==> config.mk <==
export PLATFORM = sky130hd
export DESIGN_NAME = ctrl_cnt_mc_flat
export DESIGN_NICKNAME = d
export VERILOG_FILES = /design/src/rtl/ctrl_cnt_mc_if.sv /design/src/rtl/ctrl_cnt_mc.sv /design/src/flat_wrapper.sv
export SDC_FILE = /design/constraint.sdc
export NUM_CORES = 1
export LEC_CHECK = 0
export CELL_PAD_IN_SITES_DETAIL_PLACEMENT = 1
export CELL_PAD_IN_SITES_GLOBAL_PLACEMENT = 2
export CORE_MARGIN = 2
export CORE_UTILIZATION = 30
export DETAILED_ROUTE_END_ITERATION = 8
export PLACE_DENSITY = 0.87
export SYNTH_ARGS = -nofsm -noshare
export SYNTH_HDL_FRONTEND = slang
export SYNTH_SLANG_ARGS = --single-unit
==> constraint.sdc <==
create_clock -name clk -period 3 [get_ports clk]
set_input_delay 0.6 -clock clk [delete_from_list [all_inputs] [get_ports clk]]
set_output_delay 0.6 -clock clk [all_outputs]
set_load 0.1 [all_outputs]
==> src/rtl/ctrl_cnt_mc_if.sv <==
// ctrl_cnt_mc_if: control/status bundle between the datapath FSM and the
// multi-channel terminal counter. The master drives clears, increments and
// limit loads; the slave (the counter) returns counts and status flags.
interface ctrl_cnt_mc_if #(
  parameter int NCH = 4,
  parameter int CW  = 4
) ();
  logic              cnt_clear;
  logic [NCH-1:0]    ch_clear;
  logic [NCH-1:0]    ch_inc;
  logic              cfg_load;
  logic [NCH*CW-1:0] limit_in;
  logic              cascade_en;
  logic [NCH*CW-1:0] count;
  logic [NCH-1:0]    term;
  logic [NCH-1:0]    wrap;
  logic              all_term;

  modport master (
    output cnt_clear, ch_clear, ch_inc, cfg_load, limit_in, cascade_en,
    input  count, term, wrap, all_term
  );

  modport slave (
    input  cnt_clear, ch_clear, ch_inc, cfg_load, limit_in, cascade_en,
    output count, term, wrap, all_term
  );
endinterface

==> src/rtl/ctrl_cnt_mc.sv <==
// ctrl_cnt_mc: multi-channel run-time programmable terminal counter.
// Each channel counts 1..lim and flags termination. In cascade mode the
// channels form one mixed-radix loop nest, channel 0 being the fastest digit;
// the wrap of a channel ripples into its successor within the same cycle.
module ctrl_cnt_mc #(
  parameter int NCH  = 4,
  parameter int PMAX = 8
) (
  input  logic         clk,
  input  logic         rst_n,
  ctrl_cnt_mc_if.slave bus
);

  localparam int CW = $clog2(PMAX) + 1;
  localparam logic [CW-1:0] ONE     = CW'(1);
  localparam logic [CW-1:0] LIM_DEF = CW'(PMAX);

  logic [CW-1:0]  count_q [NCH];
  logic [CW-1:0]  count_d [NCH];
  logic [CW-1:0]  lim_q   [NCH];
  logic [CW-1:0]  lim_d   [NCH];
  logic [NCH-1:0] term_q, term_d;
  logic [NCH-1:0] wrap_q, wrap_d;
  logic           all_term_q, all_term_d;

  // A zero or out-of-range limit falls back to the default so a channel can
  // never be programmed into a state it cannot terminate from.
  function automatic logic [CW-1:0] sanitise(input logic [CW-1:0] v);
    if ((v == '0) || (v > LIM_DEF)) begin
      return LIM_DEF;
    end
    return v;
  endfunction

  // Next-state for all channels, walked from channel 0 upward so that a wrap
  // can ripple into the next channel as its increment within this cycle.
  always_comb begin
    logic carry;
    logic inc;
    logic at_lim;
    count_d    = count_q;
    lim_d      = lim_q;
    term_d     = '0;
    wrap_d     = '0;
    all_term_d = 1'b0;
    carry      = 1'b0;
    inc        = 1'b0;
    at_lim     = 1'b0;
    for (int i = 0; i < NCH; i++) begin
      at_lim = (count_q[i] == lim_q[i]);
      if ((i > 0) && bus.cascade_en) begin
        inc = carry;
      end else begin
        inc = bus.ch_inc[i];
      end
      carry = 1'b0;
      if (bus.cnt_clear || bus.ch_clear[i]) begin
        count_d[i] = ONE;
      end else if (bus.cfg_load) begin
        count_d[i] = ONE;
        lim_d[i]   = sanitise(bus.limit_in[i*CW +: CW]);
      end else begin
        term_d[i] = at_lim;
        if (inc) begin
          if (at_lim) begin
            count_d[i] = ONE;
            wrap_d[i]  = 1'b1;
            carry      = 1'b1;
          end else begin
            count_d[i] = count_q[i] + ONE;
          end
        end
      end
    end
    all_term_d = &term_d;
  end

  // State register: counts, limits and the registered status flags.
  always_ff @(posedge clk or negedge rst_n) begin
    if (!rst_n) begin
      for (int i = 0; i < NCH; i++) begin
        count_q[i] <= ONE;
        lim_q[i]   <= LIM_DEF;
      end
      term_q     <= '0;
      wrap_q     <= '0;
      all_term_q <= 1'b0;
    end else begin
      count_q    <= count_d;
      lim_q      <= lim_d;
      term_q     <= term_d;
      wrap_q     <= wrap_d;
      all_term_q <= all_term_d;
    end
  end

  for (genvar g = 0; g < NCH; g++) begin : g_count_out
    assign bus.count[g*CW +: CW] = count_q[g];
  end

  assign bus.term     = term_q;
  assign bus.wrap     = wrap_q;
  assign bus.all_term = all_term_q;

endmodule
==> src/flat_wrapper.sv <==
// flat-port wrapper written by rule: the top's interface ports become plain ports
module ctrl_cnt_mc_flat 
#(
  parameter int NCH  = 4,
  parameter int PMAX = 8
)
  (clk, rst_n, bus_cnt_clear, bus_ch_clear, bus_ch_inc, bus_cfg_load, bus_limit_in, bus_cascade_en, bus_count, bus_term, bus_wrap, bus_all_term);
  ctrl_cnt_mc_if #(.NCH(NCH)) bus_i ();
  input  logic clk;
  input  logic rst_n;
  input wire logic [$bits(bus_i.cnt_clear)-1:0] bus_cnt_clear;
  input wire logic [$bits(bus_i.ch_clear)-1:0] bus_ch_clear;
  input wire logic [$bits(bus_i.ch_inc)-1:0] bus_ch_inc;
  input wire logic [$bits(bus_i.cfg_load)-1:0] bus_cfg_load;
  input wire logic [$bits(bus_i.limit_in)-1:0] bus_limit_in;
  input wire logic [$bits(bus_i.cascade_en)-1:0] bus_cascade_en;
  output wire logic [$bits(bus_i.count)-1:0] bus_count;
  output wire logic [$bits(bus_i.term)-1:0] bus_term;
  output wire logic [$bits(bus_i.wrap)-1:0] bus_wrap;
  output wire logic [$bits(bus_i.all_term)-1:0] bus_all_term;
  assign bus_i.cnt_clear = bus_cnt_clear;
  assign bus_i.ch_clear = bus_ch_clear;
  assign bus_i.ch_inc = bus_ch_inc;
  assign bus_i.cfg_load = bus_cfg_load;
  assign bus_i.limit_in = bus_limit_in;
  assign bus_i.cascade_en = bus_cascade_en;
  assign bus_count = bus_i.count;
  assign bus_term = bus_i.term;
  assign bus_wrap = bus_i.wrap;
  assign bus_all_term = bus_i.all_term;
  ctrl_cnt_mc #(.NCH(NCH), .PMAX(PMAX)) u_core (.clk(clk), .rst_n(rst_n), .bus(bus_i));
endmodule
* Yosys cells after proc, flatten, opt, wreduce, memory -nomap -nowiden
Cells that the tools add are included.
** Operators by class
- Muxes and demuxes :: 63
- $add $sub $neg :: 4
- Equal/unequal tests :: 4
- Bitwise operators :: 4
- Reductions and logical operators :: 21
- Order comparisons :: 4
** Operators by type and width (number)
- $mux W4 :: 24
- $mux W1 :: 39
- $add A4 B1 Y4 const B :: 4
- $eq A4 B4 Y1 :: 4
- $gt A4 B4 Y1 const B :: 4
- $logic_not A4 Y1 :: 4
- $reduce_bool A3 Y1 :: 4
- $logic_or A1 B1 Y1 :: 8
- $reduce_and A2 Y1 :: 4
- $not A1 Y1 :: 4
- $reduce_and A4 Y1 :: 1
** Word-level totals
- Logic and storage cells :: 111
- Register bits :: 41
- Input bits :: 29
- Output and inout bits :: 25

* Logic depth before layout (Yosys ltp)
- Depth in word-level cells :: 17
- Gate-level depth with buffers :: 6
- Gate-level depth less buffers :: 5

* Worst setup path after synthesis
OpenSTA, ideal clock, no wires.
- Kind :: register -> register
- From :: register u_core.count_q, in the netlist u_core.bus.count[1]
- To :: register u_core.count_q, in the netlist u_core.bus.count[11]
- Slack :: 0.322 ns
- Data arrival time :: 2.552 ns
- Required time :: 2.874 ns
- Stages on the path, launching flop included :: 6
- Clock period less this slack :: 2.678 ns
- Buffers on the path :: 0
- Library setup time :: 0.126 ns
- Cell sequence :: dfrtp_1 > xnor2_1 > nand4_2 > or4_4 > and3_1 > a221o_1
** On the way
- Longest elaborated chain between the ends :: 11
** Ends and longest elaborated chain
- start, declared :: line ctrl_cnt_mc.sv:18 : logic [CW-1:0] count_q [NCH];
- start signal, assigned :: line ctrl_cnt_mc.sv:89 : count_q <= count_d;
- $eq A4 B4 Y1 :: line ctrl_cnt_mc.sv:50 : at_lim = (count_q[i] == lim_q[i]);
- $mux W1 :: line ctrl_cnt_mc.sv:65 : if (at_lim) begin
- $mux W1 :: line ctrl_cnt_mc.sv:64 : if (inc) begin
- $mux W1 :: line ctrl_cnt_mc.sv:59 : end else if (bus.cfg_load) begin
- $mux W1 :: line ctrl_cnt_mc.sv:57 : if (bus.cnt_clear || bus.ch_clear[i]) begin
- $mux W1 :: line ctrl_cnt_mc.sv:51 : if ((i > 0) && bus.cascade_en) begin
- $mux W1 :: line ctrl_cnt_mc.sv:64
- $mux W1 :: line ctrl_cnt_mc.sv:59
- $mux W1 :: line ctrl_cnt_mc.sv:57
- $mux W1 :: line ctrl_cnt_mc.sv:51
- $reduce_bool A3 Y1 (no line)
Every way passes these cells.
A chain may end at the register's enable or synchronous reset.

* Worst setup path after layout
- From :: input port bus_cfg_load
- To :: register u_core.count_q, in the netlist u_core.bus.count[11]
** On the way
- Longest elaborated chain between the ends :: 8
- Elaborated cells on any way between the ends :: 10
- Those cells by class :: mux (9); reduce/logical (1)
** Ends and longest elaborated chain
- start, declared :: line flat_wrapper.sv:14 : input wire logic [$bits(bus_i.cfg_load)-1:0] bus_cfg_load;
- $mux W1 :: line ctrl_cnt_mc.sv:59
- $mux W1 :: line ctrl_cnt_mc.sv:57
- $mux W1 :: line ctrl_cnt_mc.sv:51
- $mux W1 :: line ctrl_cnt_mc.sv:64
- $mux W1 :: line ctrl_cnt_mc.sv:59
- $mux W1 :: line ctrl_cnt_mc.sv:57
- $mux W1 :: line ctrl_cnt_mc.sv:51
- $reduce_bool A3 Y1 (no line)
Parallel ways exist; a longest one is shown, timed or not.

==> metrics.log <==
[metrics] Die Span Y: 89.5 µm
[metrics] Main synth FF type: sky130_fd_sc_hd__dfrtp_1
[metrics] startpoint of the most critical register-to-register path: u_core.bus.count[4]$_DFFE_PN1P_
[metrics] number of antenna cells inserted: 0
[metrics] synthesized instance count: 223
[metrics] worst slew margin relative to its limit: 0.388
[metrics] total number of placement rows: 31
[metrics] gr ovfl total: 0
[metrics] share of post-route cells with drive strength above 1: 0.201
[metrics] initial cell density of the core: 0.305
[metrics] total power divided by cell area: 416 nW/µm²
[metrics] vias in the first global route: 2,024
[metrics] count of placed standard cells including taps: 379
[metrics] share of the synthesized area in the top cell type: 0.377
[metrics] Pins Over Slew Limit: 0
[metrics] DP Wirelength: 4.33 mm
[metrics] First DRT Iteration DRCs: 47
[metrics] maximum vdd ir drop: 0.161 mV
[metrics] number of primary I/O pins: 54
[metrics] post-CTS setup-driven buffer insertion count: 0
[metrics] Hold Slack: 0.431 ns
[metrics] startpoint type of the worst setup path: input pin
[metrics] register area share after synthesis: 0.473
[metrics] placeable core region: 7180 µm²
[metrics] number of antenna violations at the first check in global routing: 0
[metrics] die extent in x: 89.5 µm
[metrics] total of buffers placed on input and output ports: 53
[metrics] cell taking the most area after synthesis: sky130_fd_sc_hd__dfrtp_1
[metrics] number of flip-flops and latches in the synthesized netlist: 41
[metrics] average detailed-routed wire length per instance: 14.5 µm
[metrics] count of flip-flops with a built-in enable after synthesis: 0
[metrics] Max-cap violations: 0
[metrics] Die ar.: 8000 µm²
[metrics] reg2reg path depth: 5
[metrics] CTS tree: yes
[metrics] post-route setup TNS: 0 ns
[metrics] WL final: 5.60 mm
[metrics] Tightest Pin Transition: 0.918 ns
[metrics] H-tree lvl count: 2
[metrics] worst path arrival time: 2.73 ns
[metrics] Critical Path Sink Type: flip-flop
[metrics] Num Clock Sinks: 41
[metrics] endpoint required time on the critical path: 3.18 ns
[metrics] reported leakage power: 1.24 nW
[metrics] number of hold-repair buffers added at the cts stage: 0
[metrics] global-route wire length before repair: 9.52 mm
[metrics] Setup CP Type: input pin to flip-flop
[metrics] TritonCTS Buffers: 5
[metrics] FMAX: 392 MHz
[metrics] count of final setup violators: 0
[metrics] clock-pin transition on the worst setup and hold timing paths: 0.08 ns
[metrics] FFs w/ async S/R, synth: 1.00
[metrics] post-CTS sizing: 0
[metrics] RSZ-0062 raised after global routing: no
[metrics] minimum clock period after layout: 2.55 ns
[metrics] post-route insts no fill: 387
[metrics] kind of path behind the tightest hold check: input pin to async pin
[metrics] Synth Net Count: 256
[metrics] R2R Setup Slk: 0.61 ns
[metrics] Synth cell types: 43
[metrics] Final Wtd Congestion: 0.772
[metrics] count leader, synth: sky130_fd_sc_hd__dfrtp_1
[metrics] average size of a mapped cell: 9.82 µm²
[metrics] Clock Skews: 0.00626 ns
[metrics] Final Hold Vio Count: 0
[metrics] CTS Root Cell: sky130_fd_sc_hd__clkbuf_8
[metrics] TritonRoute pass-1 iters: 4
[metrics] Final #Nets: 320
[metrics] clock latency on the worst-skew pair: 0.30 ns
[metrics] portion of the clock cycle consumed by the worst path in the final layout: 0.851
[metrics] mapped cell area: 2190 µm²
[metrics] FF-to-FF End: u_core.bus.count[11]$_DFFE_PN0P_
[metrics] critical path fanouts, max: 9
[metrics] antenna-violating nets left: 0
[metrics] leading post-synthesis cells by instance count: 33 x sky130_fd_sc_hd__dfrtp_1, 30 x sky130_fd_sc_hd__nand2_1, 21 x sky130_fd_sc_hd__o21ai_0, 18 x sky130_fd_sc_hd__nand2b_1, 13 x sky130_fd_sc_hd__xnor2_1
[metrics] DR vias/cell: 4.90
[metrics] maximum number of pins on one net before global-route repair: 42
[metrics] number of DRC violations after detailed routing: 0
[metrics] Crit. Startpoint: bus_cfg_load
[metrics] via count: 1,895
[metrics] outcome: completed
[metrics] post-synthesis to final-layout area growth: 32.6%
[metrics] synth top area cells: sky130_fd_sc_hd__dfrtp_1 38%, sky130_fd_sc_hd__dfstp_2 9.6%, sky130_fd_sc_hd__xnor2_1 5.2%
[metrics] deepest clock path buffer count: 2
[metrics] GR Util All Layers: 0.156
[metrics] Synthesis Warnings: 0
## metrics by stage
step                total power, W  setup WS, ns   util  area, µm²
finish                     0.00121         0.448  0.405       2900
global route               0.00128         0.331  0.405       2900
CTS                        0.00123         0.460  0.405       2900
detailed placement        0.000866         0.163  0.393       2820
global placement          0.000858         0.269  0.393       2820
floorplan                 0.000768         0.322      -       2190
## cell type report
type	count	area, µm²
tap	99	124
clock inverter	2	10.0
inverter	4	15.0
clock buffer	6	72.6
fill	847	4270
multi-input combinational	174	1120
sequential	41	1040
timing repair buffer	61	523
## placed cells by master (no fill, tap or decap), types with 3 or more instances in the layout
cell	netlist	routed
sky130_fd_sc_hd__clkbuf_8	0	5
sky130_fd_sc_hd__ha_1	4	4
sky130_fd_sc_hd__a21oi_1	5	5
sky130_fd_sc_hd__or3_1	3	3
sky130_fd_sc_hd__xnor2_1	13	13
sky130_fd_sc_hd__nor3_1	7	7
sky130_fd_sc_hd__nand4_1	4	4
sky130_fd_sc_hd__and4_1	3	3
sky130_fd_sc_hd__buf_4	0	33
sky130_fd_sc_hd__and3_1	3	3
sky130_fd_sc_hd__xnor2_2	3	3
sky130_fd_sc_hd__mux2i_1	4	4
sky130_fd_sc_hd__nor2b_1	5	5
sky130_fd_sc_hd__nor2_1	11	11
sky130_fd_sc_hd__nand2_1	30	30
sky130_fd_sc_hd__inv_1	4	4
sky130_fd_sc_hd__o21ai_0	21	21
sky130_fd_sc_hd__and2_1	4	4
sky130_fd_sc_hd__nand2b_1	18	18
sky130_fd_sc_hd__nand3_1	7	7
sky130_fd_sc_hd__clkdlybuf4s50_1	0	27
sky130_fd_sc_hd__dfrtp_1	33	33
sky130_fd_sc_hd__a32o_1	3	3
sky130_fd_sc_hd__dfstp_2	8	8
## power breakdown
part / internal (W) / switching [W] / total [W]
logic: 0.000103 / 0.000127 / 0.000230
registers: 0.000594 / 0.0000273 / 0.000621
clock network: 0.000162 / 0.000196 / 0.000358
total: 0.000858 / 0.000351 / 0.00121
## worst max path at each step
stage	end	cells after the start
6_report	u_core.bus.count[11]$_DFFE_PN0P_	6
5_1_grt	u_core.bus.count[10]$_DFFE_PN0P_	6
4_1_cts	u_core.bus.count[11]$_DFFE_PN0P_	6
3_5_place_dp	u_core.bus.count[11]$_DFFE_PN0P_	6
3_3_place_gp	u_core.bus.count[11]$_DFFE_PN0P_	6
2_1_floorplan	u_core.bus.count[11]$_DFFE_PN0P_	5
## metal layers
metal  vias up  track usage  part of all wire
li1        930            -                 -
met1       911        0.191              0.44
met2        50        0.273              0.50
met3         4       0.0323             0.046
met4         0       0.0488             0.011
met5         -            0                 0
## worst max-delay path, cell delays in order
cell                              delay [ns]
sky130_fd_sc_hd__clkdlybuf4s50_1        0.58
sky130_fd_sc_hd__nor3_2                 0.29
sky130_fd_sc_hd__nand2_1                0.11
sky130_fd_sc_hd__or4_4                  0.53
sky130_fd_sc_hd__and3_1                 0.26
sky130_fd_sc_hd__a221o_1                0.37
## flip-flops by register name (all words and copies together) (netlist names)
signal               cells
u_core.bus.count        16
u_core.lim_q            16
u_core.bus.term          4
u_core.bus.wrap          4
u_core.bus.all_term      1
## kinds of logic after synthesis
group / after synthesis / share of synthesized area
AOI/OAI and AO/OA: 43 / 0.127
DFF: 41 / 0.473
adders and majority gates: 4 / 0.0228
muxes: 4 / 0.0183
buffers and inverters: 8 / 0.0143
xor gates and xnor gates: 16 / 0.0742
and+or+nand+nor: 107 / 0.271
Note: power is estimated with default switching activity, not from simulation.
